**src/rtl/pingpong_pkg.sv**
```systemverilog
// Shared types and constants for the ping-pong bank read controller.
// The helper decides whether one more RAM read fits in the skid FIFO.
package pingpong_pkg;

    typedef enum logic [1:0] {
        IDLE  = 2'd0,
        FETCH = 2'd1,
        FLUSH = 2'd2
    } state_e;

    localparam int unsigned DEFAULT_DATA_W = 16;
    localparam int unsigned DEFAULT_DEPTH  = 8;
    localparam int unsigned SKID_DEPTH     = 2;
    localparam int unsigned SKID_CNT_W     = 2;

    // Issue only if occupancy plus the read in flight, less this cycle's pop, leaves a free slot.
    function automatic logic can_issue(input logic [SKID_CNT_W-1:0] count,
                                       input logic                  inflight,
                                       input logic                  pop);
        return ({1'b0, count} + {2'b00, inflight}) < (3'd2 + {2'b00, pop});
    endfunction

endpackage

```
**src/rtl/pp_skid_fifo.sv**
```systemverilog
// Two-entry FIFO of {last, data} that absorbs the one-cycle RAM read latency
// so the output stream can stall without dropping returning words.
module pp_skid_fifo
    import pingpong_pkg::*;
#(
    parameter int unsigned DATA_W = DEFAULT_DATA_W
) (
    input  logic                  clk_i,
    input  logic                  reset_i,
    input  logic                  push_i,
    input  logic [DATA_W-1:0]     push_data_i,
    input  logic                  push_last_i,
    input  logic                  pop_i,
    output logic [SKID_CNT_W-1:0] count_o,
    output logic                  head_valid_o,
    output logic [DATA_W-1:0]     head_data_o,
    output logic                  head_last_o
);

    logic [DATA_W:0]       mem_q [SKID_DEPTH];
    logic                  wr_ptr_q;
    logic                  rd_ptr_q;
    logic [SKID_CNT_W-1:0] count_q;
    logic [SKID_CNT_W-1:0] count_d;
    logic                  do_pop;

    assign do_pop = pop_i && (count_q != '0);

    always_comb begin
        count_d = count_q;
        unique case ({push_i, do_pop})
            2'b10:   count_d = count_q + 2'd1;
            2'b01:   count_d = count_q - 2'd1;
            default: count_d = count_q;
        endcase
    end

    always_ff @(posedge clk_i or posedge reset_i) begin
        if (reset_i) begin
            mem_q[0] <= '0;
            mem_q[1] <= '0;
            wr_ptr_q <= 1'b0;
            rd_ptr_q <= 1'b0;
            count_q  <= '0;
        end else begin
            if (push_i) begin
                mem_q[wr_ptr_q] <= {push_last_i, push_data_i};
                wr_ptr_q        <= ~wr_ptr_q;
            end
            if (do_pop) begin
                rd_ptr_q <= ~rd_ptr_q;
            end
            count_q <= count_d;
        end
    end

    assign count_o      = count_q;
    assign head_valid_o = (count_q != '0);
    assign head_data_o  = mem_q[rd_ptr_q][DATA_W-1:0];
    assign head_last_o  = mem_q[rd_ptr_q][DATA_W];

endmodule

```
**src/rtl/pingpong_reader.sv**
```systemverilog
// Read side of the ping-pong operand banks: waits for the current read bank to be
// full, streams its words out through a skid FIFO, then frees it and flips banks.
module pingpong_reader
    import pingpong_pkg::*;
#(
    parameter int unsigned DATA_W = DEFAULT_DATA_W,
    parameter int unsigned DEPTH  = DEFAULT_DEPTH,
    parameter int unsigned ADDR_W = $clog2(DEPTH)
) (
    input  logic              clk_i,
    input  logic              reset_i,
    input  logic              wr_done_i,
    input  logic              wr_bank_i,
    output logic [1:0]        bank_free_o,
    output logic              mem_rd_en_o,
    output logic              mem_rd_bank_o,
    output logic [ADDR_W-1:0] mem_rd_addr_o,
    input  logic [DATA_W-1:0] mem_rd_data_i,
    output logic [DATA_W-1:0] out_data_o,
    output logic              out_valid_o,
    input  logic              out_ready_i,
    output logic              out_last_o,
    output logic              rd_bank_o,
    output logic              rd_bank_n_o,
    output logic              err_o
);

    state_e                state_q;
    logic [ADDR_W-1:0]     addr_q;
    logic                  rd_bank_q;
    logic [1:0]            full_q;
    logic [1:0]            full_d;
    logic                  err_q;
    logic                  err_d;
    logic                  inflight_q;
    logic                  inflight_last_q;

    logic [SKID_CNT_W-1:0] skid_count;
    logic                  head_valid;
    logic                  head_last;
    logic [DATA_W-1:0]     head_data;

    logic                  pop;
    logic                  issue;
    logic                  issue_last;
    logic                  drain_done;

    assign pop        = head_valid && out_ready_i;
    assign issue      = (state_q == FETCH) && can_issue(skid_count, inflight_q, pop);
    assign issue_last = (addr_q == ADDR_W'(DEPTH - 1));
    assign drain_done = (state_q == FLUSH) && pop && head_last;

    // Clear before set: a refill landing on the releasing edge keeps the bank full.
    always_comb begin
        full_d = full_q;
        if (drain_done) begin
            full_d[rd_bank_q] = 1'b0;
        end
        if (wr_done_i) begin
            full_d[wr_bank_i] = 1'b1;
        end
    end

    always_comb begin
        err_d = err_q;
        if (wr_done_i && full_q[wr_bank_i] && !(drain_done && (wr_bank_i == rd_bank_q))) begin
            err_d = 1'b1;
        end
    end

    always_ff @(posedge clk_i or posedge reset_i) begin
        if (reset_i) begin
            state_q   <= IDLE;
            addr_q    <= '0;
            rd_bank_q <= 1'b0;
        end else begin
            unique case (state_q)
                IDLE: begin
                    if (full_q[rd_bank_q]) begin
                        state_q <= FETCH;
                        addr_q  <= '0;
                    end
                end
                FETCH: begin
                    if (issue) begin
                        addr_q <= addr_q + ADDR_W'(1);
                        if (issue_last) begin
                            state_q <= FLUSH;
                        end
                    end
                end
                FLUSH: begin
                    if (drain_done) begin
                        state_q   <= IDLE;
                        rd_bank_q <= ~rd_bank_q;
                    end
                end
                default: state_q <= IDLE;
            endcase
        end
    end

    always_ff @(posedge clk_i or posedge reset_i) begin
        if (reset_i) begin
            full_q          <= 2'b00;
            err_q           <= 1'b0;
            inflight_q      <= 1'b0;
            inflight_last_q <= 1'b0;
        end else begin
            full_q          <= full_d;
            err_q           <= err_d;
            inflight_q      <= issue;
            inflight_last_q <= issue && issue_last;
        end
    end

    pp_skid_fifo #(
        .DATA_W (DATA_W)
    ) u_skid (
        .clk_i        (clk_i),
        .reset_i      (reset_i),
        .push_i       (inflight_q),
        .push_data_i  (mem_rd_data_i),
        .push_last_i  (inflight_last_q),
        .pop_i        (pop),
        .count_o      (skid_count),
        .head_valid_o (head_valid),
        .head_data_o  (head_data),
        .head_last_o  (head_last)
    );

    assign bank_free_o   = ~full_q;
    assign mem_rd_en_o   = issue;
    assign mem_rd_bank_o = rd_bank_q;
    assign mem_rd_addr_o = addr_q;
    assign out_data_o    = head_data;
    assign out_valid_o   = head_valid;
    assign out_last_o    = head_last;
    assign rd_bank_o     = rd_bank_q;
    assign rd_bank_n_o   = ~rd_bank_q;
    assign err_o         = err_q;

endmodule
```
**config.mk**
```make
export PLATFORM = sky130hd
export DESIGN_NAME = pingpong_reader
export DESIGN_NICKNAME = d
export VERILOG_FILES = /design/src/rtl/pingpong_pkg.sv /design/src/rtl/pp_skid_fifo.sv /design/src/rtl/pingpong_reader.sv
export SDC_FILE = /design/constraint.sdc
export NUM_CORES = 1
export LEC_CHECK = 0
export BUFFER_PORTS_ARGS = -buffer_cell sky130_fd_sc_hd__buf_4
export CAP_MARGIN = 30
export CORE_MARGIN = 1.5
export CORE_UTILIZATION = 54
export DETAILED_ROUTE_END_ITERATION = 6
export PLACE_DENSITY_LB_ADDON = 0.2
export SLEW_MARGIN = 20
export SYNTH_ARGS = -nofsm -noshare
export SYNTH_HDL_FRONTEND = slang
export SYNTH_SLANG_ARGS = --single-unit
```
**constraint.sdc**
```tcl
create_clock -name clk_i -period 2.4 [get_ports clk_i]
set_input_delay 0.48 -clock clk_i [delete_from_list [all_inputs] [get_ports clk_i]]
set_output_delay 0.48 -clock clk_i [all_outputs]
set_load 0.05 [all_outputs]
```
==> results.cfg, run 1 <==
[run_status]
outcome = finished, final reports clean

[grt]
antenna_found_initial = 0
grt_max_degree = 22
grt_pass1_vias = 1618
grt_usage_pct = 22.2
grt_pass1_wl_microns = 7270
globalRouteOverflowTotal = 0

[timing]
timing.final.max_slew_violations = 0
clock.fmax_mhz = 433
min_period_over_period_pct = 96.2
worstMarginPinSlew_ps = 747
setup_viol = 0
worst_clock_skew_ps = 5.62
hold_viol = 0
slew_headroom_pct = 50.1
final.min_clock_period_ps = 2310

[worst_setup_path]
crit_required_ps = 1920
startpoint_type = register
worst-path-max-fanout = 5
crit_arrival_ps = 1830
end_kind = output port
crit_type = register to output port

[detailed_routing]
ant_nets = 0
vias_per_cell = 5.49
routedWlPerCell_microns = 16.2
wl_microns = 4500
vias = 1526
detail_route.iter0.violations = 31
drc_errors = 0
first_pass_iters = 5

[placement]
place.gp.congestion = 0.755
hpwlAfterDp_microns = 3220
port_buffers = 48

[floorplan]
row_count = 23
die_w_microns = 67.7
io_pins = 49
dieArea_sq_um = 4590
die_h_microns = 67.7
core-area_sq_um = 4000
floorplan.initialDensity_pct = 56.6

[clock_network]
cts-root-buf = clkbuf_8
cts_tree = done
cts.htree.levels = 2
insertion_delay_ps = 300
cts_buffers = 5
clk_path_buf_depth = 2
ctsHoldBuffers = 0
cts.sink_count = 49
clk_pin_slew_ps = 90

[logic_synthesis]
synth_area_sq_um = 2260
seq_area_frac_synth_pct = 54.2
synth-seq-cells = 49
synthesis.instances = 169
syn_avg_cell_area_sq_um = 13.4
syn_nets = 195
ys_types = 34
synth_warnings = 0

[final_layout]
drive_gt1_share_pct = 54.4
antenna_cells = 0
layout.nets = 253
synthToLayoutAreaGrowth_pct = 26.8
final_core_util_pct = 71.7

[job]
max_cap_violations = 0

[min_path]
hold_path_class = input pin to async pin
[through the flow]
| step | TNS (ps) | instance area (sq um) | std cells | hold WS [ps] | setup WS (ps) |
|---|---|---|---|---|---|
| finish | 0 | 2870 | 278 | 115 | 91.4 |
| global route | -1.90 | 2870 | 278 | 142 | -1.90 |
| CTS | 0 | 2840 | 274 | 117 | 23.6 |
| detailed placement | 0 | 2690 | 266 | 453 | 299 |
| global placement | 0 | 2690 | 266 | 446 | 378 |
| floorplan | 0 | 2260 | 169 | 474 | 268 |
[cell usage in the layout, fill, tap and decap left out, types with 2 or more instances in the layout]
cell        n
buf_4      57
mux2_2     50
nor2_1      5
nand2_1     5
dfrtp_1    48
clkbuf_8    5
inv_1       7
ha_1        4
o211a_1     2
a221o_1     2
nor2b_1     2
xnor2_1     4
xor2_1      2
o21bai_1    2
nor3_1      2
bufinv_16   2
nor4b_1     2
a21oi_1     3
nor4_1      3
o21ai_0     3
[state kept, by name, summed over array words and instances (netlist names)]
register         cells
mem_rd_bank_o        1
u_skid.wr_ptr_q      1
u_skid.rd_ptr_q      1
u_skid.count_o       2
state_q              2
u_skid.mem_q        34
full_q               2
err_o                1
inflight_q           1
inflight_last_q      1
mem_rd_addr_o        3
[worst paths after layout]
| check | slack, ps | cells after the start | endpoint | from |
|---|---|---|---|---|
| worst max-delay path | 90 | 5 | mem_rd_en_o | u_skid.count_o[0] |
| worst min-delay path | 110 | 2 | u_skid.count_o[0] | reset_i |
| worst max register to register | 490 | 5 | mem_rd_addr_o[1] | u_skid.count_o[0] |
| worst min register to register | 480 | 1 | err_o | err_o |
| max in group asynchronous | 1710 | 3 | u_skid.mem_q[13] | reset_i |
| min in group clk_i | 400 | 3 | full_q[1] | wr_done_i |
[layer usage]
metal | global-route usage [%] | share of wire [%]
met1 | 23.4 | 39
met2 | 41.3 | 54
met3 | 6.67 | 5.5
met4 | 7.91 | 1.6
met5 | 0 | 0
[worst max-delay path: stages, from the launching register on]
cell and delay (ps):
dfrtp_2 440, ha_1 200, ha_2 380, o21ai_0 130
and2_1 190, buf_4 190
[area by class of cell]
type	instances	area [sq um]
Sequential cell	49	1230
Fill cell	285	1130
Multi-Input combinational cell	106	983
Timing Repair Buffer	57	428
Clock buffer	5	68.8
Clock inverter	3	68.8
Tap cell	50	62.6
Inverter	8	30.0
[Yosys cell counts (all sizes together)]
cell	number	area share [%]
a21o	1	0.33
mux2	50	25
or2	1	0.28
dfrtp	49	54
o211a	2	0.88
and2	1	0.28
o21ai	4	1.4
nand2b	1	0.28
nor3	2	0.44
xnor2	4	1.5
a211o	1	0.44
nor2b	2	0.55
nand3	1	0.22
buf	5	1.2
ha	5	2.8
nand2	5	0.83
and3	1	0.28
nor3b	2	0.66
or3	1	0.50
inv	8	1.3
and4b	1	0.44
o21bai	2	0.66
xor2	2	0.77
a221o	2	0.88
clkbuf	1	0.17
mux2i	1	0.44
a21oi	3	0.66
nor4	3	0.83
nor2	6	1.1
nor4b	2	0.77
[repair_timing]
| action | 4_1_cts | 5_1_grt |
|---|---|---|
| endpoints found under the setup margin | 1 | 1 |
| resized for setup | 2 | 1 |
| endpoints found under the hold margin | 0 | 0 |
| setup buffers | 0 | 4 |
| cloned | 0 | 0 |
[logic make-up after synthesis]
logic type               after synthesis  share of synthesized area, %
adder cells (fa/ha/maj)                5                          2.77
buffers and inverters                 14                          2.65
multiplexers                          51                          25.3
flip-flops                            49                          54.2
AND/OR/NAND/NOR                       29                          7.47
AO/OA/AOI/OAI                         15                          5.25
XOR/XNOR                               6                          2.32
Power of run 1 is left out: the tool's default activity adds up to more than one toggle a clock period on the data nets, which glitch-free logic cannot reach.
==> run 2: changes to the inputs <==
SYNTH_HIERARCHICAL = 1   (was unset)
==> run 2 against run 1 <==
- cell area shrank 1.4%
- first-iteration DRC count is 110% higher
- maximum frequency fell by 0.76%
- largest cell class unchanged
- synthesized cell count down 6.5%
- count of clock-buffer cells in the layout is 2 higher
- via count shrank 6.9%
- register-to-register slack gained 30 ps
- setup slack worse by 18 ps
==> results.cfg, run 2 <==
[floorplan]
core-area_sq_um = 4060
die_h_microns = 68.2
floorplan.initialDensity_pct = 56.6
die_w_microns = 68.2
io_pins = 49
dieArea_sq_um = 4660
row_count = 23

[timing]
setup_ws_ps = 73.7
min_period_over_period_pct = 96.9
setup_viol = 0
clock.fmax_mhz = 430
final.min_clock_period_ps = 2330
worst_clock_skew_ps = 9.18
slew_headroom_pct = 68.8
tns_ps = 0
worstMarginPinSlew_ps = 469
hold_viol = 0
rsz0062_at_grt = no
timing.final.max_slew_violations = 0

[clock_network]
cts-root-buf = clkbuf_8
clk_path_buf_depth = 2
insertion_delay_ps = 300
cts.sink_count = 49
cts_tree = done
cts_buffers = 5
cts.htree.levels = 2
clk_pin_slew_ps = 90
ctsHoldBuffers = 0

[logic_synthesis]
synth-seq-cells = 49
synthSimpleGateAreaFrac_pct = 4.30
synth_common_cells = dfrtp_1 (49), mux2_2 (41), mux2_4 (12)
synth_compound_area_share_pct = 5.01
async_reset_ff_share_pct = 100
synth_top_area_share_pct = 53.3
synth_area_sq_um = 2300
synth_warnings = 6
synth_ff_type = dfrtp_1
synth_top_family_by_area = multiplexers
syn_nets = 184
synth_area_leaders = dfrtp_1 (53%), mux2_2 (20%), mux2_4 (7.8%), ha_1 (2.7%), a22o_1 (1.5%)
synthesis.instances = 158
syn_avg_cell_area_sq_um = 14.5
synth_xor_area_share_pct = 2.67
synth.most_common_cell = dfrtp_1
seq_area_frac_synth_pct = 53.3
synthMuxAreaShare_pct = 27.9
ys_types = 28
synth_fa_ha_area_share_pct = 2.72
synth_edf_count = 0
synth_top_area_cell = dfrtp_1

[placement]
place.gp.congestion = 0.821
hpwlAfterDp_microns = 3050
dp_slack_ps = 305
port_buffers = 48
dp.cells = 253

[final_layout]
layout_commonest_cell = buf_4
layout.nets = 239
synthToLayoutAreaGrowth_pct = 23.0
antenna_cells = 0
drive_gt1_share_pct = 56.5
top_register = u_skid/mem_q
mostFrequentLayoutCells = buf_4 (53), dfrtp_1 (49), mux2_2 (41)
finalNonFillerCells = 264
largest_reg_flops = 34

[grt]
grt_pass1_wl_microns = 6640
grt_usage_pct = 19.9
grt_max_degree = 39
met2_usage_pct = 35.4
busiest_layer = met2
globalRouteOverflowTotal = 0
use_met3_pct = 6.58
antenna_found_initial = 0
grt_pass1_vias = 1441
use_met1_pct = 21.8

[worst_setup_path]
critPathMaxStageDelay_ps = 440
crit_arrival_ps = 1850
startpoint_type = register
worstPathBufferInverterCount = 1
cpLargestDelayFamily = flip-flops
worst-path-max-fanout = 4
cp_common_cell = ha_1
crit_slowest_cell = dfrtp_1
end_kind = output port
crit_type = register to output port
crit_path_cell_trace = ha_1, ha_1, and4bb_4, o211a_4, buf_8
crit_required_ps = 1920

[detailed_routing]
ant_nets = 0
routedWlPerCell_microns = 16.3
detail_route.iter0.violations = 64
vias_per_cell = 5.38
first_pass_iters = 3
vias = 1421
drc_errors = 0
wl_microns = 4310

[job]
max_cap_violations = 0

[run_status]
outcome = finished, final reports clean

[min_path]
hold_path_class = input pin to async pin
[run 2: changes by cell type in the layout (fill, tap and decap cells not counted), sizes merged, moves of 3 or more]
cell   previous run  this run
a21oi             3         0
nor4              3         0
a22o              0         4
nor2              6         2
buf              57        54
mux2             50        53
[run 2: path summary, 6_finish.rpt]
path | endpoint | cells after the start | slack (ps) | from
setup / recovery | mem_rd_en_o | 5 | 70 | u_skid/count_o[0]
hold / removal | state_q[1] | 2 | 170 | reset_i
setup reg to reg | u_skid/count_o[1] | 6 | 520 | u_skid/count_o[0]
hold reg to reg | err_o | 1 | 490 | err_o
max in group asynchronous | u_skid/mem_q[16] | 3 | 1780 | reset_i
min in group clk_i | full_q[0] | 2 | 390 | wr_bank_i
[run 2: area by class of cell]
type | instances | area, sq um
Clock buffer | 7 | 86.3
Fill cell | 279 | 1230
Multi-Input combinational cell | 95 | 980
Inverter | 8 | 30.0
Sequential cell | 49 | 1230
Timing Repair Buffer | 54 | 413
Clock inverter | 1 | 30.0
Tap cell | 50 | 62.6
[run 2: kinds of logic (layout without fill, tap and decap cells)]
group	after synthesis	in the layout
adder cells (fa/ha/maj)	5	5
buffers and inverters	14	70
multiplexers	53	53
XOR/XNOR	7	7
AO/OA/AOI/OAI	13	13
flip-flops	49	49
AND/OR/NAND/NOR	17	17
[run 2: stage by stage]
stage | hold slack [ps] | instance area [sq um] | utilization, %
CTS | 179 | 2810 | 69.2
detailed placement | 462 | 2680 | 66.1
floorplan | 332 | 2300 | -
global placement | 462 | 2680 | 66.1
finish | 170 | 2830 | 69.7
global route | 195 | 2830 | 69.7
[run 2: layer usage]
layer	part of all wire (%)	routed length, microns	vias up
li1	-	-	668
met1	41	1770	707
met2	52	2220	40
met3	5.8	248	6
met4	1.6	67	0
met5	0	0	-
[run 2: what timing repair did]
item,4_1_cts,5_1_grt
setup buffers,1,2
endpoints found under the setup margin,1,1
gates cloned,0,0
pin swaps,0,1
resized for setup,1,1
Power of run 2 is left out for the same reason.
